[src/rtl/fetch_unit.sv]
// Purpose: instruction-fetch stage; owns PC and page base, reads a synchronous imem, presents Endereco/Instrucao.
// Latency: 3 cycles per instruction (FETCH -> WAIT -> EXEC); memory data is captured the cycle after MemRdEn.
// Backpressure: none; the datapath stops fetch with Halt and the OS/BIOS restarts it with CtxLoad.
// Optional feature: define PAGE_LIMIT_EN to add the CtxLimit input, the Fault output and the PC page-limit check.
// Ports: Clock/Reset (async active-low); NextPC, Halt from the datapath; CtxLoad/CtxPC/CtxBase[/CtxLimit] for
//   process switches; MemRdEn/MemAddr/MemData to imem; Endereco, Instrucao, CommitEn, Halted[, Fault] to the datapath.
module fetch_unit #(
  parameter int unsigned ADDR_W   = 10,
  parameter logic [31:0] RESET_PC = 32'd0
) (
  input  logic              Clock,
  input  logic              Reset,
  input  logic [31:0]       NextPC,
  input  logic              Halt,
  input  logic              CtxLoad,
  input  logic [31:0]       CtxPC,
  input  logic [31:0]       CtxBase,
`ifdef PAGE_LIMIT_EN
  input  logic [31:0]       CtxLimit,
  output logic              Fault,
`endif
  output logic              MemRdEn,
  output logic [ADDR_W-1:0] MemAddr,
  input  logic [31:0]       MemData,
  output logic [31:0]       Endereco,
  output logic [31:0]       Instrucao,
  output logic              CommitEn,
  output logic              Halted
);

  typedef enum logic [2:0] {S_IDLE, S_FETCH, S_WAIT, S_EXEC, S_HALTED} state_t;

  state_t      state;
  logic [31:0] pc;
  logic [31:0] base;
  logic        exec_q;

  // Next-fetch selection: every path into FETCH goes through here so the
  // read enable and physical address can be registered on the way in.
  logic        ctx_take;
  logic        start_fetch;
  logic [31:0] nxt_pc;
  logic [31:0] nxt_base;
  logic [31:0] fetch_sum;
  logic        fetch_ok;
  logic        unused_sum;
`ifdef PAGE_LIMIT_EN
  logic [31:0] limit;
  logic [31:0] nxt_limit;
`endif

  // A context load is ignored while IDLE (the first fetch after reset wins).
  assign ctx_take = CtxLoad && (state != S_IDLE);

  always_comb begin
    start_fetch = 1'b0;
    nxt_pc      = pc;
    nxt_base    = base;
`ifdef PAGE_LIMIT_EN
    nxt_limit   = limit;
`endif
    if (ctx_take) begin
      start_fetch = 1'b1;
      nxt_pc      = CtxPC;
      nxt_base    = CtxBase;
`ifdef PAGE_LIMIT_EN
      nxt_limit   = CtxLimit;
`endif
    end else if (state == S_IDLE) begin
      start_fetch = 1'b1;
    end else if (state == S_EXEC && !Halt) begin
      start_fetch = 1'b1;
      nxt_pc      = NextPC;
    end
  end

  // Physical address wraps modulo 2^ADDR_W simply by truncating the sum.
  assign fetch_sum  = nxt_pc + nxt_base;
  assign unused_sum = ^fetch_sum;

`ifdef PAGE_LIMIT_EN
  assign fetch_ok = (nxt_pc < nxt_limit);
`else
  assign fetch_ok = 1'b1;
`endif

  always_ff @(posedge Clock or negedge Reset) begin
    if (!Reset) begin
      state     <= S_IDLE;
      pc        <= RESET_PC;
      base      <= '0;
      exec_q    <= 1'b0;
      MemRdEn   <= 1'b0;
      MemAddr   <= '0;
      Instrucao <= '0;
      Halted    <= 1'b0;
`ifdef PAGE_LIMIT_EN
      limit     <= 32'hFFFF_FFFF;
      Fault     <= 1'b0;
`endif
    end else begin
      MemRdEn <= 1'b0;
      exec_q  <= 1'b0;
      if (start_fetch) begin
        state   <= S_FETCH;
        pc      <= nxt_pc;
        base    <= nxt_base;
        MemRdEn <= fetch_ok;
        MemAddr <= fetch_sum[ADDR_W-1:0];
        Halted  <= 1'b0;
`ifdef PAGE_LIMIT_EN
        limit   <= nxt_limit;
        if (ctx_take) Fault <= 1'b0;
`endif
      end else begin
        case (state)
          S_FETCH: begin
`ifdef PAGE_LIMIT_EN
            // Out-of-page PC: the read was already suppressed on entry.
            if (pc >= limit) begin
              Fault  <= 1'b1;
              Halted <= 1'b1;
              state  <= S_HALTED;
            end else
`endif
            state <= S_WAIT;
          end
          S_WAIT: begin
            Instrucao <= MemData;
            exec_q    <= 1'b1;
            state     <= S_EXEC;
          end
          S_EXEC: begin
            // Only reached here with Halt=1; the run case is start_fetch.
            Halted <= 1'b1;
            state  <= S_HALTED;
          end
          S_HALTED: state <= S_HALTED;
          default:  state <= S_IDLE;
        endcase
      end
    end
  end

  // A context load in EXEC aborts the instruction in the same cycle.
  assign CommitEn = exec_q && !CtxLoad;
  assign Endereco = pc;

endmodule

[config.mk]
export PLATFORM = sky130hd
export DESIGN_NAME = fetch_unit
export DESIGN_NICKNAME = d
export VERILOG_FILES = /design/src/rtl/fetch_unit.sv
export SDC_FILE = /design/constraint.sdc
export NUM_CORES = 1
export LEC_CHECK = 0
export CAP_MARGIN = 20
export CORE_ASPECT_RATIO = 0.9
export CORE_MARGIN = 1.5
export CORE_UTILIZATION = 31
export CTS_BUF_LIST = sky130_fd_sc_hd__clkbuf_8 sky130_fd_sc_hd__clkbuf_16
export DETAILED_ROUTE_END_ITERATION = 8
export DONT_BUFFER_PORTS = 1
export PLACE_DENSITY_LB_ADDON = 0.25
export SLEW_MARGIN = 20
export SYNTH_ARGS = -nofsm -noshare
export SYNTH_HDL_FRONTEND = slang
export SYNTH_SLANG_ARGS = --single-unit
[constraint.sdc]
create_clock -name Clock -period 3.7 [get_ports Clock]
set_clock_uncertainty 0.1 [all_clocks]
set_input_delay 0.555 -clock Clock [delete_from_list [all_inputs] [get_ports Clock]]
set_output_delay 0.555 -clock Clock [all_outputs]
set_load 0.05 [all_outputs]
Word level (Yosys, flattened, before mapping)
Cells that the tools add are included.
{"block": "op_classes", "n_reduce_logical": 10, "n_eq_ne": 4, "bitwise": 1, "muxes": 14, "add_sub_neg": 1}
{"operator": "2-to-1 mux 32 bit", "n": 4}
{"operator": "adder 10 bit", "n": 1}
{"operator": "one-hot mux 3 bit (3 select lines)", "n": 1}
{"operator": "2-to-1 mux 1 bit", "n": 8}
{"operator": "equality test 3 x 2 -> 1 bit, second input constant", "n": 2}
{"operator": "equality test 3 x 1 -> 1 bit, second input constant", "n": 1}
{"operator": "equality test 3 bit, second input constant", "n": 1}
{"operator": "logical AND 1 bit", "n": 3}
{"operator": "zero test 3 bit", "n": 1}
{"operator": "2-to-1 mux 3 bit", "n": 1}
{"operator": "nonzero test 3 bit", "n": 1}
{"operator": "zero test 1 bit", "n": 2}
{"operator": "AND reduction 2 bit", "n": 1}
{"operator": "nonzero test 2 bit", "n": 1}
{"operator": "OR reduction 2 bit", "n": 1}
{"operator": "inverter 1 bit", "n": 1}
{"block": "totals", "output_inout_bits": 77, "reg_bits": 112}

Logic depth before layout (Yosys ltp)
{"block": "depth", "word_depth": 7, "depth_mapped": 13, "mapped_depth_nobuf": 10}

Worst setup path after synthesis
No wires, ideal clock.
{"block": "synth_path", "kind": "flip-flop to flip-flop", "from": "register state[2]", "to": "register MemAddr[8]", "period_less_slack_ns": 3.548, "path_buffers": 3, "arrival_time_ns": 3.311, "stages_incl_launch_ff": 13, "required_ns": 3.463, "setup_time_ns": 0.137, "slack_ns": 0.152, "cell_sequence": "dfrtp_1 buf_2 nor4bb_1 clkbuf_1 buf_2 mux2i_1 a21oi_1 ha_1 fa_1 a21o_1 maj3_1 a2111oi_0 nor3_1"}
{"block": "synth_between", "elab_chain_len": 6}
{"element": "start: declaration", "line_no": "33", "text": "state_t state;"}
{"element": "start signal: assignment", "line_no": "89", "text": "state <= S_IDLE;"}
{"element": "start signal: assignment", "line_no": "105", "text": "state <= S_FETCH;"}
{"element": "start signal: assignment", "line_no": "126", "text": "state <= S_WAIT;"}
{"element": "equality test 3 x 2 -> 1 bit", "line_no": "71", "text": "end else if (state == S_EXEC && !Halt) begin"}
{"element": "logical AND 1 bit", "line_no": "71"}
{"element": "2-to-1 mux 32 bit", "line_no": "71"}
{"element": "2-to-1 mux 32 bit", "line_no": "69", "text": "end else if (state == S_IDLE) begin"}
{"element": "2-to-1 mux 32 bit (*)", "line_no": "62", "text": "if (ctx_take) begin"}
{"element": "via nxt_pc[0]", "line_no": "42", "text": "logic [31:0] nxt_pc;"}
{"element": "adder 10 bit (*)", "line_no": "78", "text": "assign fetch_sum = nxt_pc + nxt_base;"}
{"element": "end signal: assignment", "line_no": "109", "text": "MemAddr <= fetch_sum[ADDR_W-1:0];"}
{"element": "end: declaration", "line_no": "23", "text": "output logic [ADDR_W-1:0] MemAddr,"}
Mark *: on every way through the listed nets, which the timed path passes. The rest lies on a longest branch.
A chain may end at the register's enable or synchronous reset.

Worst setup path after layout
Same ends and word-level chain as after synthesis.

==> results_dict.tcl <==
set metrics [dict create \
    status "finished clean" \
    powerDensity_nw_per_um2 946 \
    synth_top_family_by_area "multiplexers" \
    synth_top_area_share_pct 52.7 \
    synth_compound_area_share_pct 11.4 \
    path_clk_slew_ns 0.07 \
    dp.cells 534 \
    timing.max_cap.violations 0 \
    wirelength_um 9810 \
    yosys_warnings 0 \
    num_rows 40 \
    synthMuxAreaShare_pct 20.7 \
    synth_fa_ha_area_share_pct 3.04 \
    ioPinCount 209 \
    swShare_pct 46.9 \
    ys_top_cells_by_area "dfrtp_1 53%, mux2_2 13%, mux2i_1 7.5%" \
    antenna_found_initial 0 \
    setup_violations 0 \
    r2r_slack_ns 0.26 \
    drt_first_pass_iters 4 \
    grt_overflow 0 \
    hold_path_class "in2async" \
    place.gp.congestion 0.747 \
    dpl.hpwl_um 7030 \
    maxSlewViolCount 0 \
    r2r_cells 10 \
    clk_path_buf_depth 2 \
    arrival_ns 3.56 \
    ant_nets 0 \
    combPwrFrac_pct 19.9 \
    yosysUniqueCellTypes 41 \
    rsz0062_at_grt "no" \
    htree_num_levels 3 \
    numCtsBuffers 9 \
    synth-xor-area-share_pct 1.43 \
    netlist_area_um2 4280 \
    syn-num-nets 512 \
    finalCritPeriodShare_pct 93.0 \
    slew_headroom_pct 37.6 \
    tightest_slew_ns 0.934 \
    area_growth_pct 15.9 \
    power_switching_mw 2.20 \
    grt_max_degree 91 \
    post-synth-top-count-cell "dfrtp_1" \
    initial_core_util_pct 31.9 \
    antenna_cells 0 \
    drc 0 \
    cts_tree "built" \
    hold_ws_ns 0.0114 \
    cts_sinks 90 \
    nets 519 \
    die_area_um2 14500 \
    layout_min_cycle_time_ns 3.44 \
    finalHoldViolCount 0 \
    cp.required_ns 3.82 \
    die_w_um 127 \
    drt_iter0_drc 87 \
    leakagePower_nw 2.02 \
    fin_tns_setup_ns 0 \
    ys_seq_area_share_pct 52.7 \
    peakVddDrop_v 0.000487 \
    synth.cells.most_frequent "90 x dfrtp_1, 50 x mux2_2, 49 x a21oi_1, 41 x nor2_1, 32 x mux2i_1" \
    p_seq_share_pct 56.6 \
    post-route-util_pct 37.0 \
    synth-simple-area-share_pct 8.17 \
    reg2reg_from "state[2]" \
    insertion_delay_ns 0.35 \
    stdcell_count 550 \
    nFillCells 1330 \
    drive_gt1_share_pct 24.1 \
    fmax_ghz 0.291 \
    root_buffer "clkbuf_16" \
    grt_pass1_vias 2966 \
    syn_area_per_cell_um2 11.5 \
    synth_ff_type "dfrtp_1" \
    start_kind "flop" \
    worstSetupPathType "reg2reg" \
    io_buffers 0 \
    post_cts_buffers 0 \
    synthArstFlopShare_pct 100 \
    die_height_um 114 \
    core_region_area_um2 13400 \
    grt_pass1_wl_um 15500 \
    finalPower_mw 4.69 \
    via_per_inst 5.13 \
    synth_edf_count 0 \
    crit_path_end_kind "flop" \
    grtUsageTotal_pct 14.1 \
    crit_path_max_fanout 12 \
    yosysTopAreaCell "dfrtp_1" \
    timing.rr.end "MemAddr[8]" \
    synth_cells 371 \
    pwr-share-clk_pct 23.5 \
    p_int_mw 2.49 \
    synth_seq_cells 90 \
    via_count 2821 \
    wl_per_cell_um 17.8 \
]
## state kept, by name (all words and copies together) (netlist names)
name / cells
MemRdEn: 1
Halted: 1
base: 10
Instrucao: 32
Endereco: 32
MemAddr: 10
state: 3
exec_q: 1
## worst max-delay path, stage by stage, from the launching register on
cell and delay, ns:
dfrtp_1 0.45, nor4bb_4 0.39, buf_12 0.20, mux2i_1 0.28
a21oi_1 0.11, ha_1 0.24, fa_1 0.41, a21o_1 0.23
maj3_1 0.42, a2111oi_0 0.38, nor3_1 0.11
## layout by cell type, fill, tap and decap left out, drive strengths merged, types with 6 or more instances in the layout
cell type  instances
dfrtp             90
mux2              50
a21oi             49
nor2              41
mux2i             32
buf               18
nand2             13
clkbuf             9
ha                 8
a21o               7
inv                6
## per-layer routing
layer  vias to the layer above  GRT usage (%)  routed length (um)
met5                         -              0                   0
met1                      1323           17.8                4350
met3                        12           6.68                1180
li1                       1339              -                   -
met4                         0           5.68                 168
met2                       147           20.9                4120
## metrics by stage
stage | worst slack (ns) | area (um2)
floorplan | 0.152 | 4280
global placement | 0.131 | 4550
detailed placement | 0.0835 | 4550
CTS | 0.130 | 4940
global route | 0.0189 | 4960
finish | 0.258 | 4960
## power groups by stage
stage	registers (mW)	clock network [mW]	logic, mW
6_report	2.65	1.10	0.936
5_1_grt	2.70	1.18	1.06
4_1_cts	2.66	1.14	0.929
3_5_place_dp	2.68	0	0.905
3_3_place_gp	2.68	0	0.875
2_1_floorplan	2.61	0	0.713
## what timing repair did
action | in CTS | in global routing
hold buffers | 1 | 0
hold endpoints to repair | 90 | 0
resized for setup | 0 | 5
endpoints found under the setup margin | 0 | 4
## cell type report
class                           instances  area (um2)  share of cell area [%]
Sequential cell                        90        2250                    45.4
Clock buffer                            9         225                    4.54
Multi-Input combinational cell        254        1950                    39.4
Tap cell                              168         210                    4.24
Clock inverter                          6         131                    2.65
Timing Repair Buffer                   18         168                    3.38
Inverter                                5        18.8                   0.379
## worst max-delay path by stage
stage / endpoint / cells past startpoint / slack (ns) / start
after floorplan: MemAddr[8] / 12 / 0.15 / state[2]
final: MemAddr[8] / 10 / 0.26 / state[2]
after global placement: MemAddr[7] / 11 / 0.13 / Halt
after detailed placement: MemAddr[7] / 11 / 0.08 / Halt
after global routing: MemAddr[8] / 10 / 0.02 / state[2]
after CTS: MemAddr[7] / 11 / 0.13 / state[2]
## kinds of logic (layout without fill, tap and decap cells)
family                   count (synthesis)  in the layout
flip-flops                              90             90
multiplexers                            82             82
AO/OA/AOI/OAI                           78             78
AND/OR/NAND/NOR                         77             77
buffers and inverters                   27             38
adder cells (fa/ha/maj)                 10             10
XOR/XNOR                                 7              7
No activity file was read; power rests on OpenSTA's default activity.
